## src/rtl/rgb_fade_sequencer.sv

```systemverilog
// rgb_fade_sequencer
//   Fades three LED duty cycles (R, G, B) one LSB at a time toward latched
//   targets, one step every STEP_CLK_COUNT enabled clocks, and signals
//   completion with a single-cycle pulse.
//
// Parameters
//   N              duty-cycle resolution in bits
//   STEP_CLK_COUNT clocks per fade step (>= 1)
//
// Ports
//   clkIn                 clock, rising edge
//   rstIn                 synchronous active-high reset, highest priority
//   enIn                  global enable; low holds all state, doneOut forced 0
//   startIn               single-cycle fade request (retargets when busy)
//   snapIn                (RGB_FADE_SNAP_EN only) load targets straight into duties
//   targetRIn/GIn/BIn     per-channel target duty cycles
//   ledR/G/BDutyCycleOut  registered duty cycles to the LED controller
//   busyOut               registered, high while fading
//   doneOut               registered, one-cycle pulse on fade completion
//
// Optional feature: define RGB_FADE_SNAP_EN to add snapIn and the snap path.

module rgb_fade_sequencer #(
  parameter int N              = 8,
  parameter int STEP_CLK_COUNT = 20000
) (
  input  logic         clkIn,
  input  logic         rstIn,
  input  logic         enIn,
  input  logic         startIn,
`ifdef RGB_FADE_SNAP_EN
  input  logic         snapIn,
`endif
  input  logic [N-1:0] targetRIn,
  input  logic [N-1:0] targetGIn,
  input  logic [N-1:0] targetBIn,
  output logic [N-1:0] ledRDutyCycleOut,
  output logic [N-1:0] ledGDutyCycleOut,
  output logic [N-1:0] ledBDutyCycleOut,
  output logic         busyOut,
  output logic         doneOut
);

  // A single-clock step still needs a 1-bit counter that is always at its last value.
  localparam int CW = (STEP_CLK_COUNT > 1) ? $clog2(STEP_CLK_COUNT) : 1;
  localparam logic [CW-1:0] CNT_LAST = CW'(STEP_CLK_COUNT - 1);

  typedef enum logic {
    IDLE = 1'b0,
    FADE = 1'b1
  } state_t;

  state_t              r_state;
  state_t              w_state_nxt;

  logic [CW-1:0]       r_cnt;
  logic [CW-1:0]       w_cnt_nxt;

  // Index 0 = R, 1 = G, 2 = B.
  logic [2:0][N-1:0]   r_duty;
  logic [2:0][N-1:0]   r_tgt;
  logic [2:0][N-1:0]   w_duty_nxt;
  logic [2:0][N-1:0]   w_tgt_nxt;
  logic [2:0][N-1:0]   w_tgt_in;
  logic [2:0][N-1:0]   w_duty_step;

  logic                r_busy;
  logic                r_done;
  logic                w_busy_nxt;
  logic                w_done_nxt;

  logic                w_wrap;
  logic                w_at_tgt;

  // Move one LSB toward the target; equal channels hold, so no overshoot
  // and no wrap past 0 or 2^N-1 is possible.
  function automatic logic [N-1:0] step_toward(input logic [N-1:0] cur,
                                               input logic [N-1:0] tgt);
    logic [N-1:0] res;
    res = cur;
    if (cur < tgt) begin
      res = cur + 1'b1;
    end else if (cur > tgt) begin
      res = cur - 1'b1;
    end
    return res;
  endfunction

  assign w_tgt_in = {targetBIn, targetGIn, targetRIn};
  assign w_wrap   = (r_cnt == CNT_LAST);
  assign w_at_tgt = (r_duty == r_tgt);

  always_comb begin
    for (int unsigned i = 0; i < 3; i++) begin
      w_duty_step[i] = step_toward(r_duty[i], r_tgt[i]);
    end
  end

  // Next-state and next-data logic. Priority: (snap) > start > fade progress.
  // Starting on a completion edge takes the start branch, so the retarget
  // suppresses that doneOut.
  always_comb begin
    w_state_nxt = r_state;
    w_cnt_nxt   = r_cnt;
    w_duty_nxt  = r_duty;
    w_tgt_nxt   = r_tgt;
    w_busy_nxt  = r_busy;
    w_done_nxt  = 1'b0;

    if (enIn) begin
`ifdef RGB_FADE_SNAP_EN
      if (snapIn) begin
        w_duty_nxt  = w_tgt_in;
        w_tgt_nxt   = w_tgt_in;
        w_cnt_nxt   = '0;
        w_state_nxt = IDLE;
        w_busy_nxt  = 1'b0;
        w_done_nxt  = 1'b1;
      end else
`endif
      if (startIn) begin
        w_tgt_nxt   = w_tgt_in;
        w_cnt_nxt   = '0;
        w_state_nxt = FADE;
        w_busy_nxt  = 1'b1;
      end else if (r_state == FADE) begin
        if (w_at_tgt) begin
          w_state_nxt = IDLE;
          w_busy_nxt  = 1'b0;
          w_done_nxt  = 1'b1;
        end else begin
          w_cnt_nxt = w_wrap ? '0 : r_cnt + 1'b1;
          if (w_wrap) begin
            w_duty_nxt = w_duty_step;
          end
        end
      end
    end
  end

  always_ff @(posedge clkIn) begin
    if (rstIn) begin
      r_state <= IDLE;
    end else begin
      r_state <= w_state_nxt;
    end
  end

  always_ff @(posedge clkIn) begin
    if (rstIn) begin
      r_cnt  <= '0;
      r_duty <= '0;
      r_tgt  <= '0;
      r_busy <= 1'b0;
      r_done <= 1'b0;
    end else begin
      r_cnt  <= w_cnt_nxt;
      r_duty <= w_duty_nxt;
      r_tgt  <= w_tgt_nxt;
      r_busy <= w_busy_nxt;
      r_done <= w_done_nxt;
    end
  end

  assign ledRDutyCycleOut = r_duty[0];
  assign ledGDutyCycleOut = r_duty[1];
  assign ledBDutyCycleOut = r_duty[2];
  assign busyOut          = r_busy;
  assign doneOut          = r_done;

endmodule
```

## config.mk

```make
export PLATFORM = sky130hd
export DESIGN_NAME = rgb_fade_sequencer
export DESIGN_NICKNAME = d
export VERILOG_FILES = /design/src/rtl/rgb_fade_sequencer.sv
export SDC_FILE = /design/constraint.sdc
export NUM_CORES = 1
export LEC_CHECK = 0
export ABC_AREA = 1
export BUFFER_PORTS_ARGS = -buffer_cell sky130_fd_sc_hd__buf_2
export CAP_MARGIN = 10
export CORE_ASPECT_RATIO = 1.2
export CORE_MARGIN = 5
export CORE_UTILIZATION = 52
export DETAILED_ROUTE_END_ITERATION = 8
export PLACE_DENSITY = 0.73
export SETUP_SLACK_MARGIN = 0.4
export SYNTH_ARGS = -nofsm -noshare
export SYNTH_HDL_FRONTEND = slang
export SYNTH_SLANG_ARGS = --single-unit
```

## constraint.sdc

```tcl
create_clock -name clkIn -period 3.3 [get_ports clkIn]
set_clock_uncertainty 0.1 [all_clocks]
set_input_delay 0.33 -clock clkIn [delete_from_list [all_inputs] [get_ports clkIn]]
set_output_delay 0.33 -clock clkIn [all_outputs]
set_load 0.005 [all_outputs]
```

==> run metrics, run 1 <==
status complete, no violations; Clock Path Buffers 2; commonest non-fill, non-tap cell in the layout nand2_1; Final Max Tran Viols 0; # rows 37; fin util 59.8%; Cells after Synth 678; Power Dens Cells 392 nW/µm²; post-synthesis async set-or-reset flop share 0%; fin area about 5000 µm²; Multi-input gate area approximately 2700 µm²; CP endpoint kind flop; core area 8470 µm²; Setup crit start ledBDutyCycleOut[5]; # fillers 822; # setup viols final 0; first-pass GRT wire length around 18000 µm; post-route setup TNS 0 ns; CTS root buf clkbuf_8; hpwl dp 7710 µm; Mean Syn Cell Area approximately 6.6 µm²; Yosys warnings 0; FMAX 0.372 GHz; layout cells sized above 1 12.7%; Seq pwr share 41.6%; register area share after synthesis 29.6%; Routed Antenna Nets 0; #FFs+latches synth 66; worst-path fanout max 9; Switching Share 26.5%; Via Count 4304; GRT Util Overall 21.5%; CTS H-tree depth 3; proportion of power drawn by the clock network 43.9%; largest net degree at the start of global routing 48; via density per instance roughly 5; hold crit path type primary input to flop; Worst-path clk slew 0.08 ns; Die ar. 10500 µm²; RSZ-0062 raised after global routing no; Gate power share 14.5%; vias in the first global route 4137; required time worst endpoint between 3 and 4 ns; Worst EP arrival around 2.8 ns; Top Ports 54; worst setup margin 0.609 ns; leak pwr 2.66 nW; register area 1320 µm²; Least-Margin Pin Slew slightly below 0.4 ns; Placer Congestion 0.929; placed inst area approximately 4800 µm²; Max Cap Violations 0; Post-Route WL about 11000 µm; hold_buf cts 0; worst skew pair latency ~0.36 ns; ant diodes 0; WS Path Type flop to flop; number of flops mapped to enable cells by yosys 0; TritonCTS buffer count 9; Chip Height between 100 and 150 µm; internal power around 0.0015 W; Avg WL per Cell around 12 µm; drt drc 0; Startpoint Class flop; TritonCTS Sinks 66; final net count 804; PortBufs 53; Net Switching 0.000526 W; TritonCTS clock tree yes; mapped cell area around 4500 µm²; Die Wd ~95 µm; area grow syn2layout 13.7%; most frequent cells in the layout 175 x nand2_1, 106 x nor2_1, 83 x inv_1; initial antenna violation count 0; final critical-path share of the clock period 81.5%; main flop type after synthesis dfxtp_1; Yosys cell types 29; detailed router's first-iteration violation count 149; GR Overflow Total 0; final hold vios 0; critical hold path startpoint targetRIn[6]; drt pass-1 iters 5; Initial Utilization 52.6%; Max rail drop VDD 207 µV; Syn Nets roughly 750; post-layout min period 2.69 ns; Place WS about 0.56 ns; worst reg2reg startpoint ledBDutyCycleOut[5]; relative slew slack between 70% and 80%
[synthesized netlist by cell type (2+ instances only)]
library cell | number | area, µm²
buf_6 | 4 | 45.0
a21oi_1 | 55 | 275
a31oi_1 | 3 | 18.8
nand4_1 | 7 | 43.8
ha_1 | 43 | 538
inv_1 | 83 | 312
nand2_2 | 5 | 31.3
a21o_1 | 7 | 52.6
xnor2_1 | 5 | 43.8
o21bai_1 | 6 | 45.0
buf_2 | 3 | 15.0
xor2_1 | 14 | 123
clkbuf_1 | 9 | 33.8
nand2_1 | 178 | 668
nor2_2 | 4 | 25.0
nor2_1 | 106 | 398
nand3b_1 | 2 | 15.0
fa_1 | 3 | 60.1
inv_2 | 2 | 7.51
o21ai_0 | 27 | 135
nand3_1 | 39 | 195
dfxtp_1 | 66 | 1320
[final cells by class]
cell class              instances  area share [%]
clock buffers                  11            2.99
clock inverters                 5            1.97
inverters                      86            6.39
multi-input cells             509            53.7
flip-flops and latches         66            26.1
well taps                     117            2.89
repair buffers                 58            5.97
[cell families (layout without fill, tap and decap cells)]
logic type | Yosys count | after routing | synth area share, %
simple gates | 346 | 346 | 31.9
flops | 66 | 66 | 29.6
buf+inv | 103 | 160 | 9.46
fa+ha+maj | 46 | 46 | 13.4
xor+xnor | 19 | 19 | 3.73
compound gates | 98 | 98 | 11.8
[power by group through the flow]
stage	clock (W)	combinational, W	sequential (W)
floorplan	0	0.000212	0.000843
global route	0.000932	0.000334	0.000829
global placement	0	0.000267	0.000845
finish	0.000872	0.000289	0.000827
detailed placement	0	0.000279	0.000846
CTS	0.000890	0.000281	0.000827
[stage by stage]
step / total power (W) / hold slack, ns / std cells
2_1_floorplan: 0.00106 / 0.299 / 678
3_3_place_gp: 0.00111 / 0.345 / 834
3_5_place_dp: 0.00112 / 0.351 / 834
4_1_cts: 0.00200 / 0.144 / 850
5_1_grt: 0.00210 / 0.160 / 852
6_report: 0.00199 / 0.147 / 852
[flip-flops by register name (all words and copies together) (netlist names)]
signal,cells
ledBDutyCycleOut,8
ledRDutyCycleOut,8
r_cnt,15
r_state,1
r_tgt,24
ledGDutyCycleOut,8
busyOut,1
doneOut,1
[critical path, stage by stage (launching register included)]
cell and delay (ns):
dfxtp_1 0.35, ha_1 0.33, a21oi_1 0.15, nor2_1 0.06
nor2_1 0.20, nand2_2 0.18, ha_1 0.42, nand3_1 0.11
nand2_1 0.15, nand2_1 0.08, nor2_1 0.14, nor2_1 0.06
nand2_1 0.06, nand2_1 0.05, nor2_1 0.09, nor2_1 0.05
[metal layers]
layer / up-vias / wire length [µm] / global-route usage (%)
met2: 85 / 5240 / 38.0
met3: 20 / 445 / 3.92
met5: - / 0 / 0
met4: 0 / 205 / 7.51
met1: 1943 / 4660 / 25.6
li1: 2256 / - / -
[timing repair]
action                                  4_1_cts  5_1_grt
buffers inserted                              0        2
endpoints found under the setup margin        0        9
gates resized for setup                       0        3
hold endpoints to repair                      0        0
[final timing paths]
| kind | to | slack, ns | depth (start not counted) |
|---|---|---|---|
| max reg2reg | ledBDutyCycleOut[5] | 0.61 | 15 |
| min reg2reg | r_tgt[10] | 0.36 | 2 |
| max | ledBDutyCycleOut[5] | 0.61 | 15 |
| min | r_tgt[6] | 0.15 | 3 |
(Power assumes the default switching activity.)
==> run 2: changes to the inputs <==
ABC_AREA = 0   (was 1)
PLACE_DENSITY = 0.76   (was 0.73)
clock period = 2.32 ns   (was 3.3 ns; I/O delays follow)
==> run metrics, run 2 <==
status complete, but fails checks; violated checks setup timing; Cells after Synth 502 (-26%); CTS H-tree depth 3 (unchanged); Least-Margin Pin Slew 1.17 ns (+0.769 ns); worst-path fanout max 6 (-3); final hold vios 0 (unchanged); main flop type after synthesis dfxtp_1; proportion of power drawn by the clock network 32.7% (-11 points); synth cell count leaders 66 x dfxtp_1, 64 x nand2_1, 59 x a21oi_1, 43 x ha_1, 37 x nor2_1; CTS root buf clkbuf_8; largest net degree at the start of global routing 45 (-6.3%); slowest stage cell, crit path o41ai_2; first-pass GRT wire length 24300 µm (+32%); fin util 91.1% (+31 points); Net Switching 0.00114 W (+120%); WS Path Type flop to flop; hpwl dp 8560 µm (+11%); TritonCTS Sinks 66 (unchanged); Top Ports 54 (unchanged); required time worst endpoint 2.46 ns (-0.99 ns); # fillers 275 (-67%); post-synth top area cell dfxtp_1; drt pass-1 iters 5 (unchanged); core area 7620 µm² (-10%); Top Registers r_tgt: 24 flops, r_cnt: 15 flops; Chip Height 107 µm (-4.3%); via density per instance 6.52 (+29%); fin area 6940 µm² (+37%); Placer Congestion 0.865 (-6.8%); relative slew slack 22.3% (-51 points); most frequent cells in the layout 109 x buf_4, 61 x nand2_1, 53 x buf_2; # setup viols final 40 (+40); Max Cap Violations 0 (unchanged); slowest stage delay, CP 0.45 ns (+0.03 ns); Max rail drop VDD 457 µV (+120%); hold crit path type primary input to flop; register area share after synthesis 32.6% (+3.0 points); RSZ-0062 raised after global routing yes; PortBufs 53 (unchanged); Syn Nets 576 (-23%); top cells by area, synth dfxtp_1 33%, ha_1 13%, a21oi_1 7.3%; Avg WL per Cell 24.4 µm (+97%); Die ar. 9660 µm² (-8.3%); TritonCTS buffer count 9 (unchanged); Reg with most FFs r_tgt; Largest register FFs 24 (unchanged); Startpoint Class flop; initial antenna violation count 1 (+1); mapped cell area 4050 µm² (-9.2%); vias in the first global route 4964 (+20%); placed inst area 5610 µm² (+17%); Gate power share 33.1% (+19 points); Via Count 5199 (+21%); Synth top area share 32.6% (+3.0 points); worst skew pair latency 0.37 ns (about the same); worst setup margin -1.09 ns (-1.70 ns); #FFs+latches synth 66 (unchanged); Power Dens Cells 493 nW/µm² (+26%); area grow syn2layout 71.5%; Routed Antenna Nets 0 (unchanged); Initial Utilization 53.1% (+0.50 points); GRT Util Overall 30.7% (+9.2 points); FMAX 0.293 GHz (-21%); CP endpoint kind flop; # rows 35 (-5.4%); Cell Chain, Critical Path inv_2 -> ha_4 -> nor2b_4 -> o211ai_1 -> a21oi_2 -> or2_4 -> ha_4 -> a21oi_4 -> o211ai_1 -> o41ai_2 -> nor3_1 -> o211ai_1 -> mux2_4; Mean Syn Cell Area 8.06 µm² (+23%); Die Wd 90.5 µm (-4.2%); TritonCTS clock tree yes; CP dominant cell by count o211ai_1; Post-Route WL 19400 µm (+84%); detailed router's first-iteration violation count 549 (+270%); commonest non-fill, non-tap cell in the layout buf_4; GR Overflow Total 0 (unchanged); final critical-path share of the clock period 147% (+65 points); post-synthesis async set-or-reset flop share 0% (unchanged); most frequent cell after synthesis dfxtp_1; Worst-path clk slew 0.09 ns (about the same); number of flops mapped to enable cells by yosys 0 (unchanged); Switching Share 33.4% (+6.9 points); internal power 0.00228 W (+56%); leak pwr 2.95 nW (+11%); Final Max Tran Viols 0 (unchanged); Clock Path Buffers 2 (unchanged); Yosys cell types 42 (+45%); Worst EP arrival 3.55 ns (+0.71 ns); post-layout min period 3.41 ns (+0.718 ns); Yosys warnings 0 (unchanged); Seq pwr share 34.2% (-7.4 points); drt drc 0 (unchanged); layout cells sized above 1 57.5% (+45 points); final net count 773 (-3.9%)
-- run 2: cell types whose count changed after synthesis, moves of 7 or more --
cell	previous run	this run
nor2_1	106	37
o211ai_1	0	10
inv_1	83	35
nor2b_1	0	7
nor3_1	0	9
nand2_1	178	64
nand3_1	39	29
-- run 2: area by class of cell --
type	count	area, µm²	share of cell area (%)
clock inverters	6	70.1	1.01
inverters	35	134	1.93
clock buffers	10	149	2.14
flip-flops and latches	66	1370	19.7
multi-input cells	386	3570	51.4
repair buffers	201	1530	22.1
well taps	92	115	1.66
diodes	1	2.50	0.0360
-- run 2: kinds of logic (layout without fill, tap and decap cells) --
logic type | Yosys count | after routing | synth area share [%]
buf+inv | 51 | 252 | 4.73
other cells | 0 | 1 | 0
simple gates | 180 | 180 | 21.4
flops | 66 | 66 | 32.6
fa+ha+maj | 46 | 46 | 14.8
xor+xnor | 25 | 25 | 5.41
compound gates | 126 | 127 | 19.0
mux | 8 | 8 | 2.04
-- run 2: critical path: cells and delay by family, from the launching register on --
family,cells,cell delay [ns]
buffers and inverters,1,0.05
flip-flops,1,0.36
AND/OR/NAND/NOR,3,0.57
adder cells (fa/ha/maj),2,0.46
AO/OA/AOI/OAI,6,1.35
multiplexers,1,0.36
-- run 2: worst paths after layout --
check                           cells past startpoint          from                   to  slack (ns)
worst max register to register                     13      r_tgt[9]  ledGDutyCycleOut[7]       -1.09
worst max-delay path                               13      r_tgt[9]  ledGDutyCycleOut[7]       -1.09
worst min register to register                      2     r_tgt[13]            r_tgt[13]        0.37
worst min-delay path                                3  targetGIn[6]            r_tgt[14]       0.006
-- run 2: per-stage QoR --
step | TNS [ns] | cells | hold WS [ns] | power, W | setup WS, ns
after floorplan | -4.63 | 502 | 0.260 | 0.00163 | -0.612
after detailed placement | -8.80 | 733 | 0.346 | 0.00191 | -0.797
after global placement | -7.25 | 733 | 0.342 | 0.00188 | -0.676
final | -18.92 | 797 | 0.00595 | 0.00342 | -1.09
after global routing | -20.42 | 797 | 0.0160 | 0.00352 | -1.15
after CTS | -9.39 | 771 | 0.000241 | 0.00312 | -0.741
-- run 2: repair_timing --
item                                    CTS  global route
gates cloned                              0             1
setup buffers                            21            23
hold buffers                              1             1
pin swaps                                61            78
resized for setup                       103            73
endpoints found under the setup margin   41            42
hold endpoints to repair                  1             1
-- run 2: routing by layer --
metal,global-route usage [%],share of wire (%),vias to the layer above
li1,-,-,2179
met1,34.4,34,2431
met2,54.0,48,424
met3,6.18,8.3,165
met4,16.7,9.2,0
met5,0,0,-
-- run 2: power groups by stage --
| stage | logic [W] | clock network, W | registers (W) |
|---|---|---|---|
| 2_1_floorplan | 0.000442 | 0 | 0.00119 |
| 3_3_place_gp | 0.000689 | 0 | 0.00119 |
| 3_5_place_dp | 0.000720 | 0 | 0.00119 |
| 4_1_cts | 0.000878 | 0.00108 | 0.00116 |
| 5_1_grt | 0.00118 | 0.00117 | 0.00117 |
| 6_report | 0.00113 | 0.00112 | 0.00117 |
==> run 3: changes to the inputs <==
CTS_CLUSTER_SIZE = 14   (was not set)
SETUP_SLACK_MARGIN = not set   (was 0.4)
==> run metrics, run 3 (synthesized netlist as in run 2, its figures left out) <==
Chip Height 107 µm (unchanged); worst setup margin -0.625 ns (+0.463 ns); worst skew pair latency 0.35 ns (-0.02 ns); CTS root buf clkbuf_8; commonest non-fill, non-tap cell in the layout buf_4; Die Wd 90.5 µm (unchanged); post-layout min period 2.95 ns (-0.463 ns); CP endpoint kind flop; # rows 35 (unchanged); drt pass-1 iters 4 (-1); largest net degree at the start of global routing 39 (-13%); Die ar. 9660 µm² (unchanged); Multi-input gate area 3270 µm² (-8.3%); RSZ-0062 raised after global routing yes; Placer Congestion 0.899 (+4.0%); most frequent cells in the layout 97 x buf_4, 63 x nand2_1, 53 x buf_2; final hold vios 0 (unchanged); Least-Margin Pin Slew 0.878 ns (-0.287 ns); GR Overflow Total 0 (unchanged); Via Count 4351 (-16%); via density per instance 5.72 (-12%); area grow syn2layout 55.3%; Clock Path Buffers 2 (unchanged); Largest register FFs 24 (unchanged); Startpoint Class flop; final critical-path share of the clock period 127% (-20 points); leak pwr 2.69 nW (-8.6%); Top Ports 54 (unchanged); initial antenna violation count 0 (-1); # fillers 447 (+63%); Avg WL per Cell 16.4 µm (-33%); CTS H-tree depth 3 (unchanged); drt drc 0 (unchanged); hpwl dp 8500 µm (-0.68%); TritonCTS Sinks 66 (unchanged); core area 7620 µm² (unchanged); violated checks setup timing; Worst R2R Setup Slack -0.63 ns (+0.46 ns); Power Dens Cells 468 nW/µm² (-4.9%); Initial Utilization 53.1% (unchanged); FMAX 0.340 GHz (+16%); TritonCTS clock tree yes; required time worst endpoint 2.45 ns (about the same); Routed Antenna Nets 0 (unchanged); ant diodes 0 (-1); Top Registers r_tgt: 24 flops, r_cnt: 15 flops; Max rail drop VDD 449 µV (-1.7%); TritonCTS buffer count 9 (unchanged); Post-Route WL 12500 µm (-36%); detailed router's first-iteration violation count 273 (-50%); Worst-path clk slew 0.08 ns (about the same); Hold Slack 0.0154 ns (+0.00948 ns); Final Max Tran Viols 0 (unchanged); fin util 82.5% (-8.6 points); Max Cap Violations 0 (unchanged); relative slew slack 41.3% (+19 points); status complete, but fails checks; layout cells sized above 1 49.5% (-8.1 points); WS Path Type flop to flop; worst-path fanout max 6 (unchanged); vias in the first global route 4344 (-12%); PortBufs 53 (unchanged); Reg with most FFs r_tgt; Worst EP arrival 3.08 ns (-0.47 ns); hold crit path type primary input to flop; register area 1360 µm² (-0.46%); final net count 739 (-4.4%); GRT Util Overall 24.4% (-6.3 points); first-pass GRT wire length 19500 µm (-20%); # setup viols final 24 (-40%)
## run 3: cell types whose count changed in the layout (fill, tap and decap cells not counted), sizes merged
cell	before	now
a21o	7	6
clkinvlp	1	2
clkinv	1	2
diode	1	0
clkbuf	10	11
inv	38	35
bufinv	1	0
dlygate4sd3	2	1
buf	199	167
## run 3: layout make-up
type                    instances  share of cell area [%]
multi-input cells             385                    52.1
repair buffers                168                    19.3
clock inverters                 4                   0.398
well taps                      92                    1.83
inverters                      35                    2.13
clock buffers                  11                    2.59
flip-flops and latches         66                    21.7
## run 3: power breakdown
part	internal, W	leakage [nW]	switching (W)
registers	0.00115	0.548	0.0000142
clock network	0.000472	0.0923	0.000453
logic	0.000417	2.05	0.000435
## run 3: critical path, cell delays in order, from the launching register on
cell and delay, ns:
dfxtp_2 0.33, inv_2 0.04, ha_4 0.24, a21oi_2 0.13
nand2_1 0.08, a21o_1 0.18, or2_4 0.32, buf_4 0.17
ha_1 0.31, nor3_1 0.06, nor2_1 0.13, o41ai_2 0.09
o21a_1 0.11, o211ai_1 0.18, mux2_2 0.35
## run 3: final timing paths
check | cells past startpoint | end | start
setup / recovery | 14 | ledBDutyCycleOut[7] | r_tgt[22]
hold / removal | 3 | r_tgt[18] | targetBIn[2]
setup reg to reg | 14 | ledBDutyCycleOut[7] | r_tgt[22]
hold reg to reg | 2 | r_tgt[12] | r_tgt[12]
## run 3: metal layers
metal	wire [µm]	share of wire (%)	global-route usage, %
met2	6710	54	46.3
met1	4960	40	26.4
met4	326	2.6	8.62
met3	494	4.0	5.12
met5	0	0	0
## run 3: stage by stage
| stage | setup slack [ns] | setup TNS, ns | cell area (µm²) | std cells | power [W] |
|---|---|---|---|---|---|
| floorplan | -0.612 | -4.56 | 4400 | 502 | 0.00160 |
| global placement | -0.667 | -7.12 | 5490 | 731 | 0.00185 |
| detailed placement | -0.765 | -8.47 | 5490 | 731 | 0.00189 |
| CTS | -0.717 | -7.27 | 6040 | 753 | 0.00288 |
| global route | -0.778 | -10.13 | 6280 | 761 | 0.00309 |
| finish | -0.625 | -7.64 | 6280 | 761 | 0.00294 |
## run 3: timing repair
| action | 4_1_cts | 5_1_grt |
|---|---|---|
| setup buffers | 7 | 14 |
| cloned | 0 | 0 |
| setup endpoints to repair | 38 | 38 |
| hold endpoints to repair | 0 | 1 |
| gates resized for setup | 67 | 47 |
| pin swaps | 59 | 44 |
| hold buffers | 0 | 1 |
